===== src/rtl/rf_pkg.sv =====
// Shared constants and enums for the register-file write-port scheduler.
package rf_pkg;
    localparam int XLEN = 32;
    localparam int NREG = 32;
    localparam int AW   = 5;

    typedef enum logic { INIT, RUN } state_e;
    typedef enum logic { SRC_ALU, SRC_MEM } src_e;
endpackage


===== src/rtl/rr_arb2.sv =====
// Two-way round-robin arbiter (ALU vs load unit) with a registered last-grant pointer.
import rf_pkg::*;

module rr_arb2 (
    input  logic clk,
    input  logic rst,
    input  logic en,
    input  logic req_alu,
    input  logic req_mem,
    output logic gnt_alu,
    output logic gnt_mem
);

    src_e last_q;
    src_e last_d;

    always_comb begin
        gnt_alu = 1'b0;
        gnt_mem = 1'b0;
        if (en) begin
            if (req_alu && req_mem) begin
                gnt_mem = (last_q == SRC_ALU);
                gnt_alu = (last_q == SRC_MEM);
            end else begin
                gnt_alu = req_alu;
                gnt_mem = req_mem;
            end
        end
    end

    // Pointer only moves on an actual grant so idle cycles keep fairness state.
    always_comb begin
        last_d = last_q;
        if (gnt_alu)
            last_d = SRC_ALU;
        else if (gnt_mem)
            last_d = SRC_MEM;
    end

    always_ff @(posedge clk or posedge rst) begin
        if (rst)
            last_q <= SRC_ALU;
        else
            last_q <= last_d;
    end

endmodule


===== src/rtl/rf_wb_sched.sv =====
// Single write-port scheduler: zero-fills the register file after reset, then
// arbitrates ALU and load writebacks onto registered RegWrite/wr/wd pins.
import rf_pkg::*;

module rf_wb_sched #(
    parameter int XLEN    = rf_pkg::XLEN,
    parameter int NREG    = rf_pkg::NREG,
    parameter int AW      = rf_pkg::AW,
    parameter bit INIT_EN = 1'b1
) (
    input  logic            clk,
    input  logic            rst,
    input  logic            alu_valid,
    output logic            alu_ready,
    input  logic [AW-1:0]   alu_wr,
    input  logic [XLEN-1:0] alu_wd,
    input  logic            mem_valid,
    output logic            mem_ready,
    input  logic [AW-1:0]   mem_wr,
    input  logic [XLEN-1:0] mem_wd,
    output logic            RegWrite,
    output logic [AW-1:0]   wr,
    output logic [XLEN-1:0] wd,
    input  logic [AW-1:0]   q_rr1,
    input  logic [AW-1:0]   q_rr2,
    output logic            pend_hit1,
    output logic            pend_hit2,
    output logic            init_done
);

    state_e          state_q,    state_d;
    logic [AW-1:0]   cnt_q,      cnt_d;
    logic            regwrite_q, regwrite_d;
    logic [AW-1:0]   wr_q,       wr_d;
    logic [XLEN-1:0] wd_q,       wd_d;
    logic            done_q,     done_d;
    logic            gnt_alu, gnt_mem;

    rr_arb2 u_arb (
        .clk     (clk),
        .rst     (rst),
        .en      (state_q == RUN),
        .req_alu (alu_valid),
        .req_mem (mem_valid),
        .gnt_alu (gnt_alu),
        .gnt_mem (gnt_mem)
    );

    assign alu_ready = gnt_alu;
    assign mem_ready = gnt_mem;

    always_comb begin
        state_d    = state_q;
        cnt_d      = cnt_q;
        regwrite_d = 1'b0;
        wr_d       = wr_q;
        wd_d       = wd_q;
        done_d     = (state_q == RUN);
        case (state_q)
            INIT: begin
                regwrite_d = 1'b1;
                wr_d       = cnt_q;
                wd_d       = '0;
                cnt_d      = cnt_q + 1'b1;
                if (cnt_q == AW'(NREG - 1)) begin
                    cnt_d   = '0;
                    state_d = RUN;
                end
            end
            RUN: begin
                // x0 requests still handshake but never assert the write enable.
                if (gnt_alu) begin
                    regwrite_d = |alu_wr;
                    wr_d       = alu_wr;
                    wd_d       = alu_wd;
                end else if (gnt_mem) begin
                    regwrite_d = |mem_wr;
                    wr_d       = mem_wr;
                    wd_d       = mem_wd;
                end
            end
            default: state_d = RUN;
        endcase
    end

    always_ff @(posedge clk or posedge rst) begin
        if (rst) begin
            state_q    <= INIT_EN ? INIT : RUN;
            cnt_q      <= '0;
            regwrite_q <= 1'b0;
            wr_q       <= '0;
            wd_q       <= '0;
            done_q     <= 1'b0;
        end else begin
            state_q    <= state_d;
            cnt_q      <= cnt_d;
            regwrite_q <= regwrite_d;
            wr_q       <= wr_d;
            wd_q       <= wd_d;
            done_q     <= done_d;
        end
    end

    assign RegWrite  = regwrite_q;
    assign wr        = wr_q;
    assign wd        = wd_q;
    assign init_done = done_q;

    // done_q masks the trailing zero-fill write, which is not a real hazard.
    assign pend_hit1 = regwrite_q & done_q & (wr_q == q_rr1) & (|q_rr1);
    assign pend_hit2 = regwrite_q & done_q & (wr_q == q_rr2) & (|q_rr2);

endmodule


===== config.mk =====
export PLATFORM = sky130hd
export DESIGN_NAME = rf_wb_sched
export DESIGN_NICKNAME = d
export VERILOG_FILES = /design/src/rtl/rf_pkg.sv /design/src/rtl/rr_arb2.sv /design/src/rtl/rf_wb_sched.sv
export SDC_FILE = /design/constraint.sdc
export NUM_CORES = 1
export LEC_CHECK = 0
export BUFFER_PORTS_ARGS = -buffer_cell sky130_fd_sc_hd__buf_2
export CORE_MARGIN = 4
export CORE_UTILIZATION = 30
export DETAILED_ROUTE_END_ITERATION = 7
export SLEW_MARGIN = 0
export SYNTH_ARGS = -nofsm -noshare
export SYNTH_HDL_FRONTEND = slang
export SYNTH_HIERARCHICAL = 1
export SYNTH_SLANG_ARGS = --single-unit
export TNS_END_PERCENT = 20

===== constraint.sdc =====
create_clock -name clk -period 1.51 [get_ports clk]
set_input_delay 0.0755 -clock clk [delete_from_list [all_inputs] [get_ports clk]]
set_output_delay 0.0755 -clock clk [all_outputs]
set_load 0.05 [all_outputs]

# After elaboration in Yosys (flattened, before gate mapping)
# Cells that the tools add are included.
# classes
n_addsub,1
n_eq_ne,4
n_mux,18
n_bitwise,7
n_reduce_logical,6
# op_table
cell,n
32-bit 2-to-1 mux,2
32-bit case mux with 2 select lines,1
5-bit OR reduction,4
5-bit 2-to-1 mux,3
5-bit == test,2
1-bit 2-to-1 mux,10
5-bit case mux with 2 select lines,1
5-bit by 1-bit adder with 5-bit output (second input constant),1
1-bit bitwise AND,5
5-bit == test (second input constant),1
3-bit inequality test (second input constant),1
1-bit NOT,2
1-bit case mux with 2 select lines,1
2-bit nonzero test,1
1-bit logical AND,1
# totals
register_bits,46
in_bits,88
elab_cells,43

# Logic depth before layout (Yosys ltp)
# Gate-level depths: netlist of the first run.
# logic_depth
word_depth,6
ltp_mapped,7
ltp_nobuf,6

# Cells and area by module
# Netlist of the first run, hierarchy kept.
# by_module_without_submodules
module,instances,cells_per_inst,area_per_inst_um2,seq_area_each_um2
rf_wb_sched,1,253,2416.1,1126.1
rr_arb2,1,9,65.1,25.0

# Least setup slack after synthesis of the first run
# OpenSTA, ideal clock, no wires.
# synth_path
path_kind,reg-to-reg
startpoint,"register state_q, in the netlist done_d"
endpoint,"register wd_q[0], in the netlist wd[0]"
arrival_time_ns,2.222
t_required_ns,1.374
setup_slack_ns,-0.848
stages_incl_launch_ff,8
n_path_buf,2
synth_period_minus_slack_ns,2.358
path_cell_list,dfrtp_1 > nand2_1 > a21oi_1 > buf_2 > buf_4 > mux2_2 > nand2_1 > a21oi_1
# synth_between
word_cells_on_any_way,6
# synth_rtl
item,line,rtl
"start, declared",rf_wb_sched.sv:31,"state_e state_q, state_d;"
"start signal, assigned",rf_wb_sched.sv:88,state_q <= INIT_EN ? INIT : RUN;
"start signal, assigned",rf_wb_sched.sv:95,state_q <= state_d;
1-bit 2-to-1 mux,rr_arb2.sv:20,if (en) begin
named net mem_ready,rf_wb_sched.sv:18,"output logic mem_ready,"
3-bit inequality test (no line),-,
"end signal, assigned",rf_wb_sched.sv:99,wd_q <= wd_d;
"end, declared",rf_wb_sched.sv:35,"logic [XLEN-1:0] wd_q, wd_d;"
# The timed path passes the listed nets, and every way through them passes these cells.
# A chain may end at the register's enable or synchronous reset.

# Final worst setup path of the first run
# layout_path
startpoint,"register wr_q[4], in the netlist wr[4]"
endpoint,output pend_hit1
# layout_between
elab_chain_len,3
# layout_lines
item,line,rtl
"start, declared",rf_wb_sched.sv:34,"logic [AW-1:0] wr_q, wr_d;"
"start signal, assigned",rf_wb_sched.sv:98,wr_q <= wr_d;
5-bit == test,rf_wb_sched.sv:110,assign pend_hit1 = regwrite_q & done_q & (wr_q == q_rr1) & (|q_rr1);
1-bit bitwise AND (2 in series),rf_wb_sched.sv:110,
"end, declared",rf_wb_sched.sv:26,"output logic pend_hit1,"
# Every way passes these cells.

==> results by group, run 1 <==
Global route
  – All-Layer GR Usage: 14.1%
  – Pin count of the biggest net entering global routing: 39
  – Initial antenna violation count: 0
  – Via count of the first global-routing pass: 2411
  – Residual overflow from global routing: 0
  – Global-route wire length before repair: 11.4 mm

Yosys
  – Synth warn: 6
  – Number of different library cells in the post-synthesis netlist: 31
  – Netlist area before placement: 2480 um^2
  – Syn Nets: 352
  – Synthesized instance count: 262
  – Sequential share of the synthesized area: 46.4%
  – Mean Syn Cell Area: 9.47 um^2
  – Synthesis-stage register bit count: 46

CTS
  – Clock-pin slew of the registers on the worst-case setup and hold paths: 0.08 ns
  – Clock latency of the later-clocked register in the worst-skew pair: 0.30 ns
  – Longest Clk Path Bufs: 2
  – CTS sink count: 46
  – Number of levels in the clock H-tree: 2
  – Root buffer cell: sky130_fd_sc_hd__clkbuf_8
  – Number of CTS-inserted buffers: 5
  – CTS tree: yes

Floorplan
  – Initial Utilization: 31.5%
  – Row cnt: 32
  – Std-Cell Core Area: 7890 um^2
  – Die H: 98.9 um
  – Die W: 98.9 um
  – Top-level port count: 131
  – Die area: 9790 um^2

Worst hold path
  – Capture endpoint of the worst hold path: wd[0]$_DFFE_PP0P_
  – Hold depth: 3
  – Start point of the worst hold path: alu_wd[0]
  – Worst hold-check path type: input port to flop

STA
  – Slew of the pin with the lowest slew margin: 0.377 ns
  – Highest clock rate: 0.587 GHz
  – Number of setup violations in the final report: 27
  – Final worst setup slack: -0.194 ns
  – Pins over their slew limit: 0
  – Setup repair after global routing missed its margin: true
  – Final clock period utilization by the worst path: 113%
  – Endpoints failing hold: 0
  – Time the worst path needs with I/O delays and setup: 1.70 ns
  – Clock Skews: 0.00469 ns
  – Relative max-transition margin: 74.8%

Critical path
  – Required time of the critical path: 1.43 ns
  – Crit-path max FO: 4
  – Kind of launch point of the worst setup path: flop
  – Sort of element at the end of the critical path: output port
  – Reg2reg setup slack: -0.05 ns
  – Data arrival time of the critical path: 1.63 ns
  – Crit Reg-Reg Endpoint: wd[17]$_DFFE_PP0P_
  – Critical setup path kind: flop to output port
  – Critical Path Start: wr[4]$_DFFE_PP0P_
  – Number of cells traversed by the worst register-to-register path: 7
  – Startpoint of the lowest-slack register-to-register path: done_d$_DFF_PP0_

Final layout
  – Post-layout nets: 499
  – Layout overhead on the synthesized area: 62.9%
  – Post-route cell area: 4040 um^2
  – Number of filler instances in the final layout: 736
  – Layout cells sized above 1: 63.4%
  – Antenna cell count: 0

Run
  – Max-cap violation count: 0

Outcome
  – Result of the run: complete, but fails checks
  – Violations in the final reports: setup timing

Drt
  – Number of vias per cell after detailed routing: 4.79
  – Drt total wl: 7.67 mm
  – WL per Instance: 15.0 um
  – Number of DRC violations after detailed-routing iteration 0: 65
  – Vias post-DR: 2450
  – Final ANT Viol Nets: 0
  – Count of unresolved DRC violations after routing: 0
  – Number of optimization iterations in the first detailed-route pass: 4

Placement
  – Port Buffer Count: 130
  – Total placed instance area: 3470 um^2
  – Final weighted congestion of routability-driven global placement: 0.843
  – Estimated wirelength of the detail-placed design: 5.17 mm
  – Worst slack at placement: -0.0571 ns

Power and ir drop
  – Static Leak: 2.00 nW
  – Largest vdd supply drop: 436 uV
  – Power per Cell Area: 1040 nW/um^2
[report_power, final]
part / leakage [nW] / switching [W] / internal (W) / total, W
logic: 1.39 / 0.00112 / 0.000738 / 0.00186
registers: 0.550 / 0.0000920 / 0.00139 / 0.00149
clock network: 0.0575 / 0.000400 / 0.000462 / 0.000862
total: 2.00 / 0.00162 / 0.00259 / 0.00421
[cell usage after synthesis]
master                       n  share of area, %
sky130_fd_sc_hd__a21oi_1    34               6.9
sky130_fd_sc_hd__dfrtp_1    46                46
sky130_fd_sc_hd__buf_2       4              0.81
sky130_fd_sc_hd__ha_1        2               1.0
sky130_fd_sc_hd__a21oi_2     1              0.35
sky130_fd_sc_hd__o32ai_1     1              0.35
sky130_fd_sc_hd__nand3_1     3              0.60
sky130_fd_sc_hd__or2_2       1              0.25
sky130_fd_sc_hd__nor4_1      1              0.25
sky130_fd_sc_hd__nor2_1      1              0.15
sky130_fd_sc_hd__clkbuf_1   10               1.5
sky130_fd_sc_hd__xnor2_1     6               2.1
sky130_fd_sc_hd__nor2b_1     4               1.0
sky130_fd_sc_hd__and3_1      2              0.50
sky130_fd_sc_hd__or3_1       2              0.50
sky130_fd_sc_hd__nand2b_1    1              0.25
sky130_fd_sc_hd__nand2_1    71                11
sky130_fd_sc_hd__o2bb2ai_1   5               1.8
sky130_fd_sc_hd__o31ai_1     1              0.30
sky130_fd_sc_hd__inv_1       5              0.76
sky130_fd_sc_hd__o21ai_0     9               1.8
sky130_fd_sc_hd__mux2_2     34                15
sky130_fd_sc_hd__buf_4       4               1.2
sky130_fd_sc_hd__a31oi_1     1              0.25
sky130_fd_sc_hd__xor2_1      2              0.71
sky130_fd_sc_hd__a211oi_1    5               1.5
sky130_fd_sc_hd__nor2b_2     1              0.35
sky130_fd_sc_hd__a2111oi_2   2               1.2
sky130_fd_sc_hd__or4_1       1              0.30
sky130_fd_sc_hd__o211ai_1    1              0.30
sky130_fd_sc_hd__or4b_1      1              0.40
[how the worst max path moves through the flow]
stage                      endpoint  cells past startpoint
2_1_floorplan             pend_hit1                      3
3_3_place_gp              pend_hit1                      3
3_5_place_dp   cnt_q[3]$_DFFE_PP0N_                      5
4_1_cts                   pend_hit2                      3
5_1_grt                   pend_hit1                      3
6_report                  pend_hit1                      3
[registers in the layout (all words and copies together) (netlist names)]
| register | count |
|---|---|
| RegWrite | 1 |
| init_done | 1 |
| wd | 32 |
| done_d | 1 |
| u_arb/last_q | 1 |
| wr | 5 |
| cnt_q | 5 |
[cell families (layout without fill, tap and decap cells)]
kind of cell	after synthesis	in the layout	share of synthesized area (%)
AND/OR/NAND/NOR	89	89	15.3
AO/OA/AOI/OAI	60	60	14.7
flip-flops	46	46	46.4
multiplexers	34	34	15.4
buffers and inverters	23	171	4.29
XOR/XNOR	8	8	2.82
adder cells (fa/ha/maj)	2	2	1.01
[per-stage QoR]
step                      total power, W  utilization (%)  cells  hold slack, ns  setup TNS, ns
after floorplan                  0.00264                -    262          -0.196          -8.57
after global placement           0.00308             44.1    497         -0.0651        -0.0299
after detailed placement         0.00309             44.1    497         -0.0666         -0.200
after CTS                        0.00401             46.4    506         0.00105         -0.557
after global routing             0.00443             51.3    512         0.00774          -2.94
final                            0.00421             51.3    512          0.0118          -1.07
[timing repair]
item                                    in CTS  in global routing
buffers inserted                             0                  3
endpoints found under the setup margin      20                 45
gates resized for setup                     16                 81
hold endpoints to repair                    17                  0
pin swaps                                    7                 22
hold buffers                                 1                  0
cloned                                       0                  3
[cell usage in the layout, fill, tap and decap left out, types with 3 or more instances in the layout]
| cell | netlist | routed |
|---|---|---|
| sky130_fd_sc_hd__buf_2 | 4 | 126 |
| sky130_fd_sc_hd__nand2_1 | 71 | 49 |
| sky130_fd_sc_hd__dfrtp_1 | 46 | 41 |
| sky130_fd_sc_hd__mux2_4 | 0 | 32 |
| sky130_fd_sc_hd__nand2_2 | 0 | 22 |
| sky130_fd_sc_hd__a21oi_1 | 34 | 22 |
| sky130_fd_sc_hd__buf_4 | 4 | 14 |
| sky130_fd_sc_hd__a21oi_2 | 1 | 11 |
| sky130_fd_sc_hd__clkbuf_8 | 0 | 8 |
| sky130_fd_sc_hd__buf_12 | 0 | 8 |
| sky130_fd_sc_hd__buf_6 | 0 | 6 |
| sky130_fd_sc_hd__o21ai_1 | 0 | 5 |
| sky130_fd_sc_hd__o2bb2ai_1 | 5 | 5 |
| sky130_fd_sc_hd__xnor2_2 | 0 | 5 |
| sky130_fd_sc_hd__dfrtp_2 | 0 | 5 |
| sky130_fd_sc_hd__inv_1 | 5 | 4 |
| sky130_fd_sc_hd__o21ai_0 | 9 | 4 |
| sky130_fd_sc_hd__a211oi_2 | 0 | 4 |
| sky130_fd_sc_hd__nor2b_1 | 4 | 3 |
| sky130_fd_sc_hd__clkbuf_16 | 0 | 3 |
[area by class of cell]
| cell class | count | area (um^2) | area share (%) |
|---|---|---|---|
| clock buffers | 8 | 110 | 2.72 |
| inverters | 5 | 18.8 | 0.464 |
| multi-input cells | 193 | 1580 | 39.1 |
| flip-flops and latches | 46 | 1160 | 28.6 |
| well taps | 102 | 128 | 3.16 |
| repair buffers | 158 | 1050 | 25.9 |
[worst max-delay path: stages (launching register included)]
cell and delay (ns):
sky130_fd_sc_hd__dfrtp_2 0.42, sky130_fd_sc_hd__or3_4 0.38, sky130_fd_sc_hd__a2111oi_4 0.32, sky130_fd_sc_hd__buf_6 0.21
[layer usage]
metal / GRT usage, % / share of wire, % / up-vias
li1: - / - / 1193
met1: 18.0 / 43 / 1157
met2: 23.6 / 48 / 95
met3: 3.89 / 7.9 / 5
met4: 3.47 / 0.98 / 0
met5: 0 / 0 / -
(Power assumes the default switching activity.)
==> run 2: changes to the inputs <==
--- a/config.mk
+++ b/config.mk
@@ -9,6 +9,7 @@
 export CORE_MARGIN = 4
 export CORE_UTILIZATION = 30
 export DETAILED_ROUTE_END_ITERATION = 7
+export SKIP_CTS_REPAIR_TIMING = 1
 export SLEW_MARGIN = 0
 export SYNTH_ARGS = -nofsm -noshare
 export SYNTH_HDL_FRONTEND = slang
==> results by group, run 2 (synthesized netlist as in run 1, its figures left out) <==
Placement
  – Estimated wirelength of the detail-placed design: 5.17 mm (unchanged)
  – Post-placement cell count: 497 (unchanged)
  – Port Buffer Count: 130 (unchanged)
  – Final weighted congestion of routability-driven global placement: 0.843 (unchanged)

STA
  – Time the worst path needs with I/O delays and setup: 1.70 ns (-0.00845 ns)
  – Endpoints failing hold: 0 (unchanged)
  – Pins over their slew limit: 0 (unchanged)
  – Clock Skews: 0.00470 ns (+0.00000450 ns)
  – Highest clock rate: 0.590 GHz (+0.50%)
  – Slew of the pin with the lowest slew margin: 0.398 ns (+0.0214 ns)
  – Relative max-transition margin: 73.2% (-1.6 points)
  – Final worst setup slack: -0.186 ns (+0.00845 ns)
  – Number of setup violations in the final report: 30 (+11%)
  – Setup repair after global routing missed its margin: true
  – Final clock period utilization by the worst path: 112% (-0.56 points)

Outcome
  – Violations in the final reports: setup timing
  – Result of the run: complete, but fails checks

Final layout
  – Layout cells sized above 1: 59.7% (-3.8 points)
  – Layout overhead on the synthesized area: 56.9%
  – Share of the core filled with cells in the final layout: 49.3% (-1.9 points)
  – Leading cell type in the layout, fill and taps excluded: sky130_fd_sc_hd__buf_2
  – Number of filler instances in the final layout: 746 (+1.4%)
  – Top library cells by usage in the layout, fill and taps aside: sky130_fd_sc_hd__buf_2, sky130_fd_sc_hd__nand2_1, sky130_fd_sc_hd__dfrtp_1
  – Post-layout nets: 498 (-0.20%)
  – Footprint of the multi-input gates: 1490 um^2 (-5.9%)
  – Number of flip-flops in the largest register: 32 (unchanged)
  – Antenna cell count: 0 (unchanged)
  – Number of standard cells in the final layout excluding fillers: 511 (-0.20%)
  – Storage element area: 1160 um^2 (unchanged)

Global route
  – Via count of the first global-routing pass: 2377 (-1.4%)
  – Residual overflow from global routing: 0 (unchanged)
  – All-Layer GR Usage: 13.9% (-0.24 points)
  – Initial antenna violation count: 0 (unchanged)
  – Pin count of the biggest net entering global routing: 39 (unchanged)
  – Global-route wire length before repair: 11.2 mm (-1.5%)

Drt
  – WL per Instance: 14.3 um (-4.8%)
  – Number of optimization iterations in the first detailed-route pass: 4 (unchanged)
  – Number of DRC violations after detailed-routing iteration 0: 70 (+7.7%)
  – Number of vias per cell after detailed routing: 4.73 (-1.2%)
  – Vias post-DR: 2415 (-1.4%)
  – Count of unresolved DRC violations after routing: 0 (unchanged)
  – Final ANT Viol Nets: 0 (unchanged)
  – Drt total wl: 7.29 mm (-5.0%)

Power and ir drop
  – Switching power: 0.00157 W (-2.7%)
  – Static Leak: 1.91 nW (-4.1%)
  – Power after layout: 0.00410 W (-2.6%)
  – Power per Cell Area: 1050 nW/um^2 (+1.2%)
  – Total internal power: 0.00253 W (-2.5%)
  – Relative contribution of the clock network to total power: 21.0% (+0.5 points)
  – Switching Fraction: 38.3% (about the same)
  – Sequential fraction of design power: 36.1% (+0.8 points)
  – Largest vdd supply drop: 437 uV (+0.26%)
  – Combinational cell fraction of total power: 42.9% (-1.3 points)

Floorplan
  – Die H: 98.9 um (unchanged)
  – Row cnt: 32 (unchanged)
  – Std-Cell Core Area: 7890 um^2 (unchanged)
  – Die area: 9790 um^2 (unchanged)
  – Initial Utilization: 31.5% (unchanged)
  – Top-level port count: 131 (unchanged)
  – Die W: 98.9 um (unchanged)

CTS
  – Number of levels in the clock H-tree: 2 (unchanged)
  – Root buffer cell: sky130_fd_sc_hd__clkbuf_8
  – Longest Clk Path Bufs: 2 (unchanged)
  – CTS sink count: 46 (unchanged)
  – Number of CTS-inserted buffers: 5 (unchanged)
  – Clock-pin slew of the registers on the worst-case setup and hold paths: 0.08 ns (about the same)
  – Clock latency of the later-clocked register in the worst-skew pair: 0.29 ns (about the same)
  – CTS tree: yes

Critical path
  – Kind of launch point of the worst setup path: flop
  – Largest stage delay on the critical path: 0.42 ns (about the same)
  – Cell with the largest stage delay on the worst path: sky130_fd_sc_hd__dfrtp_2
  – Cell-by-cell trace of the critical path: or3_4 -> a2111oi_4 -> buf_6
  – Data arrival time of the critical path: 1.62 ns (about the same)
  – Crit-path max FO: 4 (unchanged)
  – Required time of the critical path: 1.43 ns (about the same)
  – Sort of element at the end of the critical path: output port
  – Critical setup path kind: flop to output port

Worst hold path
  – Worst hold-check path type: input port to flop

Run
  – Max-cap violation count: 0 (unchanged)
run 2: changes by cell type in the layout (fill, tap and decap cells not counted), moves of 4 or more:
cell,delta
sky130_fd_sc_hd__a21oi_1,+4
sky130_fd_sc_hd__a21oi_2,-4
sky130_fd_sc_hd__mux2_2,+10
sky130_fd_sc_hd__mux2_4,-10
sky130_fd_sc_hd__nand2_1,+8
sky130_fd_sc_hd__nand2_2,-8
run 2: cell type report:
class	instances	area share (%)
Timing Repair Buffer	157	25.5
Inverter	5	0.482
Sequential cell	46	29.7
Multi-Input combinational cell	193	38.2
Tap cell	102	3.28
Clock buffer	8	2.83
run 2: power groups by stage:
stage | registers [W] | logic, W | clock network, W
floorplan | 0.00207 | 0.000573 | 0
global placement | 0.00150 | 0.00158 | 0
CTS | 0.00148 | 0.00159 | 0.000899
finish | 0.00148 | 0.00176 | 0.000861
detailed placement | 0.00150 | 0.00159 | 0
global route | 0.00150 | 0.00187 | 0.000945
run 2: path summary, 6_finish.rpt:
| path | endpoint | slack (ns) | cells past startpoint | from |
|---|---|---|---|---|
| setup / recovery | pend_hit1 | -0.19 | 3 | wr[4]$_DFFE_PP0P_ |
| max in group asynchronous | wr[3]$_DFFE_PP0P_ | 0.68 | 4 | rst |
| hold / removal | wd[0]$_DFFE_PP0P_ | 0.01 | 3 | alu_wd[0] |
| hold reg to reg | cnt_q[3]$_DFFE_PP0N_ | 0.53 | 1 | cnt_q[3]$_DFFE_PP0N_ |
| min in group asynchronous | u_arb/last_q$_DFFE_PP0P_ | 0.19 | 3 | rst |
| setup reg to reg | wd[7]$_DFFE_PP0P_ | -0.06 | 7 | done_d$_DFF_PP0_ |
run 2: metal layers:
metal | global-route usage, % | share of wire, %
met1 | 18.0 | 44
met2 | 22.9 | 47
met3 | 3.82 | 8.5
met4 | 3.26 | 0.97
met5 | 0 | 0
run 2: metrics by stage:
step	cell area, um^2	hold WS (ns)	TNS, ns	setup WS, ns
after global routing	3890	0.00774	-3.71	-0.324
after CTS	3580	-0.396	-1.14	-0.374
after detailed placement	3470	-0.0666	-0.200	-0.0571
after global placement	3470	-0.0651	-0.0299	-0.0191
final	3890	0.0144	-0.971	-0.186
after floorplan	2580	-0.196	-8.57	-0.332
run 2: critical path, delay by kind of cell, from the launching register on:
| kind | cells | cell delay [ns] |
|---|---|---|
| AOI/OAI and AO/OA | 1 | 0.32 |
| buffers and inverters | 1 | 0.21 |
| DFF | 1 | 0.42 |
| and+or+nand+nor | 1 | 0.38 |
==> run 3: changes to the inputs <==
--- a/config.mk
+++ b/config.mk
@@ -6,7 +6,7 @@
 export NUM_CORES = 1
 export LEC_CHECK = 0
 export BUFFER_PORTS_ARGS = -buffer_cell sky130_fd_sc_hd__buf_2
-export CORE_MARGIN = 4
+export CORE_MARGIN = 2
 export CORE_UTILIZATION = 30
 export DETAILED_ROUTE_END_ITERATION = 7
 export SKIP_CTS_REPAIR_TIMING = 1
==> results by group, run 3 (synthesized netlist as in run 1, its figures left out) <==
Floorplan
  – Row cnt: 33 (+3.1%)
  – Die H: 94.9 um (-4.0%)
  – Die W: 94.9 um (-4.0%)
  – Std-Cell Core Area: 8130 um^2 (+3.1%)
  – Die area: 9010 um^2 (-7.9%)
  – Initial Utilization: 30.5% (-0.95 points)
  – Top-level port count: 131 (unchanged)

Drt
  – Vias post-DR: 2418 (+0.12%)
  – Count of unresolved DRC violations after routing: 0 (unchanged)
  – Drt total wl: 7.00 mm (-3.9%)
  – WL per Instance: 13.6 um (-4.5%)
  – Number of DRC violations after detailed-routing iteration 0: 104 (+49%)
  – Final ANT Viol Nets: 0 (unchanged)
  – Number of optimization iterations in the first detailed-route pass: 4 (unchanged)
  – Number of vias per cell after detailed routing: 4.70 (-0.46%)

CTS
  – Clock latency of the later-clocked register in the worst-skew pair: 0.30 ns (about the same)
  – Clock-pin slew of the registers on the worst-case setup and hold paths: 0.09 ns (about the same)
  – Number of levels in the clock H-tree: 2 (unchanged)
  – CTS tree: yes
  – CTS sink count: 46 (unchanged)
  – Longest Clk Path Bufs: 2 (unchanged)
  – Number of CTS-inserted buffers: 5 (unchanged)
  – Root buffer cell: sky130_fd_sc_hd__clkbuf_8

Critical path
  – Kind of launch point of the worst setup path: flop
  – Data arrival time of the critical path: 1.64 ns (+0.02 ns)
  – Sort of element at the end of the critical path: output port
  – Crit-path max FO: 4 (unchanged)
  – Required time of the critical path: 1.43 ns (about the same)
  – Critical setup path kind: flop to output port

Final layout
  – Number of standard cells in the final layout excluding fillers: 514 (+0.59%)
  – Leading cell type in the layout, fill and taps excluded: sky130_fd_sc_hd__buf_2
  – Layout overhead on the synthesized area: 50.8%
  – Number of flip-flops in the largest register: 32 (unchanged)
  – Share of the core filled with cells in the final layout: 46.0% (-3.3 points)
  – Post-layout nets: 497 (-0.20%)
  – Layout cells sized above 1: 54.9% (-4.8 points)
  – Top library cells by usage in the layout, fill and taps aside: sky130_fd_sc_hd__buf_2, sky130_fd_sc_hd__nand2_1, sky130_fd_sc_hd__dfrtp_1

Worst hold path
  – Worst hold-check path type: input port to flop

STA
  – Highest clock rate: 0.584 GHz (-0.99%)
  – Final clock period utilization by the worst path: 113% (+1.1 points)
  – Time the worst path needs with I/O delays and setup: 1.71 ns (+0.0170 ns)
  – Relative max-transition margin: 72.7% (-0.56 points)
  – Setup repair after global routing missed its margin: true
  – Slew of the pin with the lowest slew margin: 0.406 ns (+0.00825 ns)
  – Fin Hold WS: 0.0109 ns (-0.00347 ns)
  – Number of setup violations in the final report: 2 (-93%)
  – Clock Skews: 0.00595 ns (+0.00126 ns)
  – Final worst setup slack: -0.203 ns (-0.0170 ns)
  – Pins over their slew limit: 0 (unchanged)
  – Endpoints failing hold: 0 (unchanged)

Run
  – Max-cap violation count: 0 (unchanged)

Placement
  – Port Buffer Count: 130 (unchanged)
  – Post-placement cell count: 501 (+0.80%)
  – Worst slack at placement: -0.0957 ns (-0.0386 ns)
  – Final weighted congestion of routability-driven global placement: 0.784 (-7.0%)
  – Estimated wirelength of the detail-placed design: 5.15 mm (-0.39%)

Global route
  – Via count of the first global-routing pass: 2210 (-7.0%)
  – Pin count of the biggest net entering global routing: 33 (-15%)
  – All-Layer GR Usage: 15.1% (+1.2 points)
  – Residual overflow from global routing: 0 (unchanged)
  – Global-route wire length before repair: 10.6 mm (-5.8%)
  – Initial antenna violation count: 1 (+1)

Outcome
  – Violations in the final reports: setup timing
  – Result of the run: complete, but fails checks

Power and ir drop
  – Largest vdd supply drop: 460 uV (+5.3%)
  – Power per Cell Area: 1040 nW/um^2 (-0.89%)
  – Static Leak: 1.83 nW (-4.4%)
-- run 3: changes by cell type in the layout (fill, tap and decap cells not counted), sizes merged --
| cell | delta |
|---|---|
| clkbuf | -2 |
| clkinv | +1 |
| diode | +1 |
-- run 3: final timing paths --
kind	slack, ns	from	cells past startpoint	end
min	0.01	alu_wd[30]	3	wd[30]$_DFFE_PP0P_
min in group asynchronous	0.19	rst	3	u_arb/last_q$_DFFE_PP0P_
max in group asynchronous	0.70	rst	4	wr[0]$_DFFE_PP0P_
max reg2reg	0.01	done_d$_DFF_PP0_	6	wd[19]$_DFFE_PP0P_
min reg2reg	0.49	cnt_q[0]$_DFFE_PP0N_	1	cnt_q[0]$_DFFE_PP0N_
max	-0.20	wr[4]$_DFFE_PP0P_	3	pend_hit2
-- run 3: final cells by class --
class	instances	area [um^2]
Timing Repair Buffer	156	936
Clock buffer	7	86.3
Clock inverter	1	5.00
Sequential cell	46	1160
Fill cell	802	4390
Multi-Input combinational cell	193	1410
Antenna cell	1	2.50
Tap cell	105	131
Inverter	5	18.8
-- run 3: worst max-delay path, stage by stage, from the launching register on --
cell	delay, ns
sky130_fd_sc_hd__dfrtp_2	0.43
sky130_fd_sc_hd__or3_4	0.39
sky130_fd_sc_hd__a2111oi_4	0.31
sky130_fd_sc_hd__buf_6	0.21
-- run 3: through the flow --
| stage | area, um^2 | setup TNS, ns | total power, W |
|---|---|---|---|
| floorplan | 2580 | -8.57 | 0.00264 |
| global placement | 3470 | -0.0750 | 0.00306 |
| detailed placement | 3470 | -0.181 | 0.00308 |
| CTS | 3560 | -1.05 | 0.00389 |
| global route | 3740 | -1.09 | 0.00414 |
| finish | 3740 | -0.394 | 0.00391 |
-- run 3: power by group --
| group | switching, W | total [W] | internal (W) |
|---|---|---|---|
| Combinational | 0.00105 | 0.00165 | 0.000601 |
| Sequential | 0.0000858 | 0.00148 | 0.00139 |
| Clock | 0.000412 | 0.000782 | 0.000370 |
| Total | 0.00154 | 0.00391 | 0.00236 |
-- run 3: per-layer routing --
layer	track usage, %	vias to the layer above	wire [um]
met5	0	-	0
met3	3.83	10	510
met1	20.1	1128	3070
li1	-	1187	-
met4	3.62	0	90
met2	24.5	93	3330
